===== src/rtl/uart_pkg.sv =====
// Shared constants and state encoding for the UART transmit scheduler.
package uart_pkg;
  localparam int CLKS_PER_BIT_115200 = 868;
  localparam int FRAME_BITS          = 10;

  typedef enum logic [1:0] {
    IDLE  = 2'd0,
    START = 2'd1,
    DATA  = 2'd2,
    STOP  = 2'd3
  } tx_state_t;
endpackage


===== src/rtl/uart_tx_core.sv =====
// 8N1 frame serializer: latches a byte on start, shifts it out LSB first.
module uart_tx_core
  import uart_pkg::*;
#(
  parameter int CLKS_PER_BIT = CLKS_PER_BIT_115200
) (
  input  logic       clk,
  input  logic       rst_n,
  input  logic       start,
  input  logic [7:0] data,
  output logic       serial_out,
  output logic       busy,
  output logic       done
);
  localparam int TW = (CLKS_PER_BIT > 1) ? $clog2(CLKS_PER_BIT) : 1;
  localparam logic [TW-1:0] BIT_TOP = TW'(CLKS_PER_BIT - 1);

  tx_state_t      state, state_d;
  logic [TW-1:0]  timer, timer_d;
  logic [2:0]     idx, idx_d;
  logic [7:0]     shift, shift_d;
  logic           serial_d;
  logic           tick;

  always_ff @(posedge clk or negedge rst_n) begin
    if (!rst_n) begin
      state      <= IDLE;
      timer      <= '0;
      idx        <= '0;
      shift      <= '0;
      serial_out <= 1'b1;
    end else begin
      state      <= state_d;
      timer      <= timer_d;
      idx        <= idx_d;
      shift      <= shift_d;
      serial_out <= serial_d;
    end
  end

  assign tick = (timer == '0);
  assign busy = (state != IDLE);

  // serial_d is the next line level, so every bit boundary is decided one cycle early
  always_comb begin
    state_d  = state;
    timer_d  = timer;
    idx_d    = idx;
    shift_d  = shift;
    serial_d = serial_out;
    done     = 1'b0;
    case (state)
      IDLE: begin
        serial_d = 1'b1;
        if (start) begin
          state_d  = START;
          timer_d  = BIT_TOP;
          shift_d  = data;
          serial_d = 1'b0;
        end
      end
      START: begin
        if (tick) begin
          state_d  = DATA;
          timer_d  = BIT_TOP;
          idx_d    = 3'd0;
          serial_d = shift[0];
        end else timer_d = timer - 1'b1;
      end
      DATA: begin
        if (tick) begin
          timer_d = BIT_TOP;
          if (idx == 3'd7) begin
            state_d  = STOP;
            serial_d = 1'b1;
          end else begin
            idx_d    = idx + 3'd1;
            shift_d  = shift >> 1;
            serial_d = shift[1];
          end
        end else timer_d = timer - 1'b1;
      end
      STOP: begin
        if (tick) begin
          state_d  = IDLE;
          done     = 1'b1;
          serial_d = 1'b1;
        end else timer_d = timer - 1'b1;
      end
      default: state_d = IDLE;
    endcase
  end
endmodule


===== src/rtl/uart_tx_scheduler.sv =====
// Round-robin sharing of one UART TX line between NUM_REQ byte producers,
// with per-message line locking and a lock-abandonment timeout.
module uart_tx_scheduler
  import uart_pkg::*;
#(
  parameter int NUM_REQ      = 4,
  parameter int CLKS_PER_BIT = CLKS_PER_BIT_115200,
  parameter int LOCK_TIMEOUT = 4096,
  localparam int OW          = (NUM_REQ > 1) ? $clog2(NUM_REQ) : 1
) (
  input  logic                 clk,
  input  logic                 rst_n,
  input  logic [NUM_REQ-1:0]   req,
  input  logic [8*NUM_REQ-1:0] req_data,
  input  logic [NUM_REQ-1:0]   req_last,
  output logic [NUM_REQ-1:0]   ack,
  output logic                 serial_out,
  output logic                 busy,
  output logic [OW-1:0]        owner,
  output logic                 locked,
  output logic                 timeout_err
);
  localparam int CW = $clog2(LOCK_TIMEOUT + 1);

  logic [OW-1:0] ptr, win;
  logic          found, grant, done;
  logic [CW-1:0] lock_cnt;
  logic [7:0]    sel_byte;

  // A locked line only listens to its owner; otherwise scan upward from ptr.
  always_comb begin
    win   = '0;
    found = 1'b0;
    if (locked) begin
      found = req[owner];
      win   = owner;
    end else begin
      for (int i = 0; i < NUM_REQ; i++) begin
        if (!found && req[(int'(ptr) + i) % NUM_REQ]) begin
          found = 1'b1;
          win   = OW'((int'(ptr) + i) % NUM_REQ);
        end
      end
    end
  end

  assign grant    = found && !busy;
  assign ack      = grant ? (NUM_REQ'(1) << win) : '0;
  assign sel_byte = req_data[8*win +: 8];

  always_ff @(posedge clk or negedge rst_n) begin
    if (!rst_n) begin
      ptr         <= '0;
      owner       <= '0;
      locked      <= 1'b0;
      timeout_err <= 1'b0;
      lock_cnt    <= '0;
    end else if (grant) begin
      owner    <= win;
      ptr      <= (win == OW'(NUM_REQ - 1)) ? '0 : win + 1'b1;
      locked   <= ~req_last[win];
      lock_cnt <= '0;
    end else if (locked && !busy && !req[owner]) begin
      if (lock_cnt == CW'(LOCK_TIMEOUT - 1)) begin
        locked      <= 1'b0;
        timeout_err <= 1'b1;
        lock_cnt    <= '0;
      end else lock_cnt <= lock_cnt + 1'b1;
    end else if (done) begin
      lock_cnt <= '0;
    end
  end

  uart_tx_core #(.CLKS_PER_BIT(CLKS_PER_BIT)) u_core (
    .clk        (clk),
    .rst_n      (rst_n),
    .start      (grant),
    .data       (sel_byte),
    .serial_out (serial_out),
    .busy       (busy),
    .done       (done)
  );
endmodule


===== config.mk =====
export PLATFORM = sky130hd
export DESIGN_NAME = uart_tx_scheduler
export DESIGN_NICKNAME = d
export VERILOG_FILES = /design/src/rtl/uart_pkg.sv /design/src/rtl/uart_tx_core.sv /design/src/rtl/uart_tx_scheduler.sv
export SDC_FILE = /design/constraint.sdc
export NUM_CORES = 1
export LEC_CHECK = 0
export ABC_AREA = 1
export BUFFER_PORTS_ARGS = -buffer_cell sky130_fd_sc_hd__buf_2
export CAP_MARGIN = 0
export CORE_ASPECT_RATIO = 0.75
export CORE_MARGIN = 3
export CORE_UTILIZATION = 30
export DETAILED_ROUTE_END_ITERATION = 8
export PLACE_DENSITY = 0.55
export SETUP_SLACK_MARGIN = 0.05
export SLEW_MARGIN = 5
export SYNTH_ARGS = -nofsm -noshare
export SYNTH_HDL_FRONTEND = slang
export SYNTH_SLANG_ARGS = --single-unit

===== constraint.sdc =====
create_clock -name clk -period 2.7 [get_ports clk]
set_clock_uncertainty 0.15 [all_clocks]
set_input_delay 0.135 -clock clk [delete_from_list [all_inputs] [get_ports clk]]
set_output_delay 0.135 -clock clk [all_outputs]
set_load 0.005 [all_outputs]

# Word-level counts from Yosys, hierarchy flattened
# Cells that the tools add are included.
[totals] inputBits=42 reg_bits=43 wordCells=136 out_inout_bits=10
[op_classes] n_lt_le_gt_ge=6 n_eq_ne=13 n_bitwise=5 add_sub_neg=7 n_reduce_logical=30 shifts=2 n_mux=63
[op_table] cell="two-way mux 13 bit" n=4
[op_table] cell="variable part select 32 x 6 -> 8 bit" n=1
[op_table] cell="two-way mux 10 bit" n=3
[op_table] cell="case mux 10 bit (3 select lines)" n=1
[op_table] cell="two-way mux 1 bit" n=27
[op_table] cell="two-way mux 8 bit" n=3
[op_table] cell="two-way mux 2 bit" n=11
[op_table] cell="case mux 8 bit (2 select lines)" n=1
[op_table] cell="adder 13 x 1 -> 13 bit (second input constant)" n=1
[op_table] cell="equality test 13 x 12 -> 1 bit (second input constant)" n=1
[op_table] cell="binary-select mux 1 bit (select 2 bit)" n=6
[op_table] cell="less-than comparator 3 x 4 -> 1 bit (second input constant)" n=3
[op_table] cell="zero test 10 bit" n=1
[op_table] cell="nonzero test 2 bit" n=5
[op_table] cell="subtractor 10 x 1 -> 10 bit (second input constant)" n=1
[op_table] cell="less-than comparator 2 x 3 -> 1 bit (second input constant)" n=3
[op_table] cell="two-way mux 3 bit" n=3
[op_table] cell="inequality test 2 x 1 -> 1 bit (second input constant)" n=4
[op_table] cell="case mux 2 bit (4 select lines)" n=1
[op_table] cell="AND reduction 4 bit" n=2
[op_table] cell="OR reduction 2 bit" n=4
[op_table] cell="equality test 2 bit (second input constant)" n=3
[op_table] cell="logical AND 1 bit" n=6
[op_table] cell="inequality test 2 bit (second input constant)" n=3
[op_table] cell="other kinds (17)" n=28

# Longest topological paths before layout
[logic_depth] ltp_word=21 mapped_depth=18 ltp_nobuf=16

# Hierarchy
# From an unflattened synthesis, not the netlist that was laid out.
[unflattened] cells_unflattened=462 area_unflattened_um2=3469.6
[by_module_without_submodules] mod="uart_tx_scheduler" area_per_inst_um2=1820.5 instances=1 cells_per_inst=259 seq_area_each_um2=475.5
[by_module_without_submodules] mod="uart_tx_core" area_per_inst_um2=1649.1 instances=1 cells_per_inst=203 seq_area_each_um2=601.8

# Least setup slack after synthesis
# OpenSTA, ideal clock, no wires.
[synth_path] kind="register to register" start="register ptr[0]" end="register ptr[1]" path_stages_with_launch=17 path_buffers=2 t_arrival_ps=1741 path_slack_ps=682 setup_ps=127 period_less_slack_ps=2018 required_ps=2423 cell_sequence="dfrtp_1 buf_6 inv_6 nand2_1 nand2_2 nand2_1 nand2_2 nor2_4 nand2_1 nand2_1 nor2_1 nor2_1 nor2_1 buf_4 ha_1 nand2_1 o21ai_0"
[synth_between] elab_chain_len=18 elab_cells_between_ends=37 cone_classes="add/sub (4); eq/ne (1); mux (25); reduce/logical (7)"
[synth_rtl] element="start: declaration" line_no="uart_tx_scheduler.sv:25" source="logic [OW-1:0] ptr, win;"
[synth_rtl] element="start signal: assignment" line_no="uart_tx_scheduler.sv:60" source="ptr <= (win == OW'(NUM_REQ - 1)) ? '0 : win + 1'b1;"
[synth_rtl] element="parallel branches: the longest is 18 deep, another holds adder 2 x 1 -> 2 bit"
# Several ways; the timed one is not identified. The select of a mux whose other input is x is not followed.
# A chain may end at the register's enable or synchronous reset.

# Worst setup path after layout
[layout_path] start="register ptr[0]" end="output port ack[0]"
[layout_between] elab_chain_len=18 elab_cells_between_ends=36 cone_classes="add/sub (3); shift (1); mux (25); reduce/logical (7)"
[layout_rtl] element="parallel branches: the longest is 17 deep, another holds adder 2 x 1 -> 2 bit"
[layout_rtl] element="two-way mux 4 bit (*)" line_no="uart_tx_scheduler.sv:48" source="assign ack = grant ? (NUM_REQ'(1) << win) : '0;"
[layout_rtl] element="end: declaration" line_no="uart_tx_scheduler.sv:16" source="output logic [NUM_REQ-1:0] ack,"
# Mark *: on every way between the ends. The select of a mux whose other input is x is not followed.

==> results.md <==
- Status: finished clean
- Distinct cells, synth: 42
- CP Buf/Inv Count: 4
- GR Util met1: 0.2105
- Clock-pin slew of the registers on the worst-case setup and hold paths: 0.07 ns
- Critical Path RT: 2.41 ns
- Boundary Pins: 52
- CP most frequent cell: nand2_1
- Max Slew Vio Count: 0
- Vias per cell: 4.699
- Place WS: 0.4189 ns
- Max-cap viol count: 0
- Fmax: ~410 MHz
- RSZ-0062 raised after global routing: no
- P_sw: between 2000 and 3000 uW
- DIE WIDTH: around 130 um
- Initial Util: 0.3154
- Vias in the first global route: just over 3000
- Dpl cell area: about 3700 um^2
- Most frequent cell after synthesis: nand2_1
- Wire length per cell: 12.07 um
- Global routing's busiest layer: met1
- Syn-to-layout area delta: 17.29%
- Max VDD drop: between 400 and 500 uV
- Leak: 0.002053 uW
- Total iterations of the first detailed-routing run: 4
- Finished Cell Area: 3895 um^2
- Slew margin rel.: 0.3387
- R2r startpoint: ptr[0]$_DFFE_PN0P_
- GRT met2 Usage: 0.1981
- CP Class: flop to output port
- Switching Share: 0.5184
- Root Buffer: clkbuf_16
- DRT iter0 DRCs: about 150
- ANT cells: 0
- Die Area: 12380 um^2
- Worst Path Max Fanout: 6
- Post-Syn Area: about 3300 um^2
- Reg area: approximately 1100 um^2
- Final wirelength: 8.232 mm
- Int Power: 2329 uW
- Placed cell count: 672
- Seq cells post-synth: 43
- Gr usage total: 0.1363
- Least-Margin Pin Slew: 0.9920 ns
- Num rows: 32
- Synth Flop Type: dfrtp_1
- M3 GR Usage: 0.02308
- Setup ws final: roughly 0.24 ns
- Nets: 597
- Max Buffers Root-to-Sink: 2
- Reg2reg setup slack: ~0.45 ns
- Syn Inst Count: 488
- Cell depth of the worst setup path: 14
- Hold_ws: 0.02234 ns
- Clock power frac: 0.125
- Hold Crit Class: primary input to flop
- Port Buffers: a little over 50
- Number of flops mapped to enable cells by yosys: 0
- Power Dens Cells: 1242 nW/um^2
- Largest net degree at the start of global routing: 44
- Clock sink count: 43
- Global route overflow: 0
- Yosys top cell area share: 0.3165
- # H-tree levels: 2
- Slowest CP cell: dfrtp_2
- Startpoint class of the critical path: flop
- Fill cells: ~1200
- End point of the critical path: ack[0]
- Final period util: 0.9105
- Fin crit period: approximately 2.5 ns
- CP Cell Sequence: clkbuf_2 > nand2_1 > nand2_1 > nand2_1 > nand2_2 > nor2_4 > nand3_2 > nand2_2 > o21ai_2 > inv_1 > ha_1 > inv_1 > nor2_1 > buf_2
- Final ANT Viol Nets: 0
- Die Y: 97.12 um
- Worst Reg-to-Reg Cells: 15
- Global-route wire length before repair: around 14 mm
- Final Hold Fails: 0
- Clk Latency, worst-skew pair: 0.29 ns
- CP Launch Point: ptr[0]$_DFFE_PN0P_
- CP endpoint kind: output port
- Initial antenna violation count: 0
- Post-route DRC: 0
- Cts bufs inserted: 5
- Share of layout cells above drive strength 1: 0.1941
- CTS tree: yes
- Syn_nets: 540
- Top post-synthesis cells by count: nand2_1 (135), inv_1 (72), nand3_1 (54)
- Core area: 10530 um^2
- Power share of the sequential group: 0.217
- CP max stage delay: 0.47 ns
- Final setup violation count: 0
- Post-DP HPWL: 6.305 mm
- CP top delay family: simple AND/OR/NAND/NOR gates
- Post-synthesis async set-or-reset flop share: 1.000
- Syn. warnings: 0
- Via count: about 3200
- Area occupied by multi-input gates: between 1500 and 2000 um^2
- R2r endpoint: u_core.shift[1]$_DFFE_PN0P_
- Post-synthesis sequential area ratio: 0.3244
- Fin Setup TNS: 0 ns
- Comb pwr share: 0.658
- GP Congestion: 0.9019
- Post-Syn Area per Cell: 6.805 um^2
- Post-synth top area cell: dfrtp_1
- CP arrival: around 2.2 ns
- Synth top area cells: dfrtp_1 (32%), nand2_1 (15%), inv_1 (8.1%), nand3_1 (8.1%), nor2_1 (4.4%)
- Cell Count, Final, Fillers Out: 682
-- flip-flops by register name, indices dropped and copies added (netlist names) --
signal / flops
u_core.idx: 3
u_core.timer: 10
u_core.shift: 8
u_core.serial_out: 1
locked: 1
lock_cnt: 13
owner: 2
u_core.state: 2
ptr: 2
timeout_err: 1
-- routing by layer --
layer | part of all wire | routed length [um]
met1 | 0.53 | 4373
met2 | 0.41 | 3411
met3 | 0.047 | 384
met4 | 0.0075 | 62
met5 | 0 | 0
-- worst reg2reg max path, delay by kind of cell (launching register included) --
kind                   cells  cell delay, ns
buffers and inverters      2            0.23
DFF                        1            0.47
and+or+nand+nor           13            1.30
-- worst min path at each step --
stage / from / end / slack, ns / cells after the start
after floorplan: rst_n / lock_cnt[0]$_DFFE_PN0P_ / -0.31 / 0
after global placement: rst_n / u_core.timer[2]$_DFFE_PN0P_ / 0.22 / 1
after detailed placement: rst_n / u_core.timer[1]$_DFFE_PN0P_ / 0.22 / 1
after CTS: req_data[7] / u_core.shift[7]$_DFFE_PN0P_ / 0.02 / 5
after global routing: req_last[0] / locked$_DFFE_PN0P_ / 0.05 / 4
final: req_last[0] / locked$_DFFE_PN0P_ / 0.02 / 4
-- power by group through the flow --
stage               clock [uW]  combinational [uW]  sequential [uW]
finish                     603                3180             1050
detailed placement           0                3160             1060
floorplan                    0                2540             1000
global route               653                3660             1080
global placement             0                3140             1060
CTS                        625                3170             1050
-- placed cells by master (no fill, tap or decap), types with 2 or more instances in the layout --
master	n
a21oi_1	17
a31oi_1	2
and3_1	2
buf_2	51
buf_4	10
clkbuf_16	5
clkinvlp_4	2
dfrtp_1	40
dfrtp_2	2
ha_1	10
inv_1	72
inv_2	4
nand2_1	135
nand2_2	9
nand2_8	3
nand3_1	54
nand3b_1	7
nand4_1	5
nor2_1	39
nor2_2	3
nor3_1	6
nor4_1	2
o211ai_1	3
o21ai_0	17
o21ai_1	8
o21ai_2	7
o22ai_1	2
o31ai_1	2
o32ai_1	2
xor2_1	9
-- repair_timing --
item	in CTS	in global routing
endpoints found under the setup margin	0	4
gates resized for setup	0	3
hold buffers	1	0
setup buffers	0	1
endpoints found under the hold margin	42	0
-- cell type report --
type / instances / area share
Tap cell: 136 / 0.04369
Sequential cell: 43 / 0.2772
Timing Repair Buffer: 63 / 0.08866
Inverter: 79 / 0.07806
Clock inverter: 3 / 0.005140
Clock buffer: 5 / 0.03212
Multi-Input combinational cell: 353 / 0.4751
-- cell families after synthesis --
logic type / Yosys count / synth area share
AND/OR/NAND/NOR: 270 / 0.3779
buffers and inverters: 92 / 0.1194
flip-flops: 43 / 0.3244
AO/OA/AOI/OAI: 63 / 0.1142
XOR/XNOR: 10 / 0.02638
adder cells (fa/ha/maj): 10 / 0.03768
-- metrics by stage --
stage	power, uW	util
after global placement	4200	0.3541
after CTS	4844	0.3688
after floorplan	3545	-
after global routing	5398	0.3699
final	4837	0.3699
after detailed placement	4216	0.3541
(Power assumes the default switching activity.)
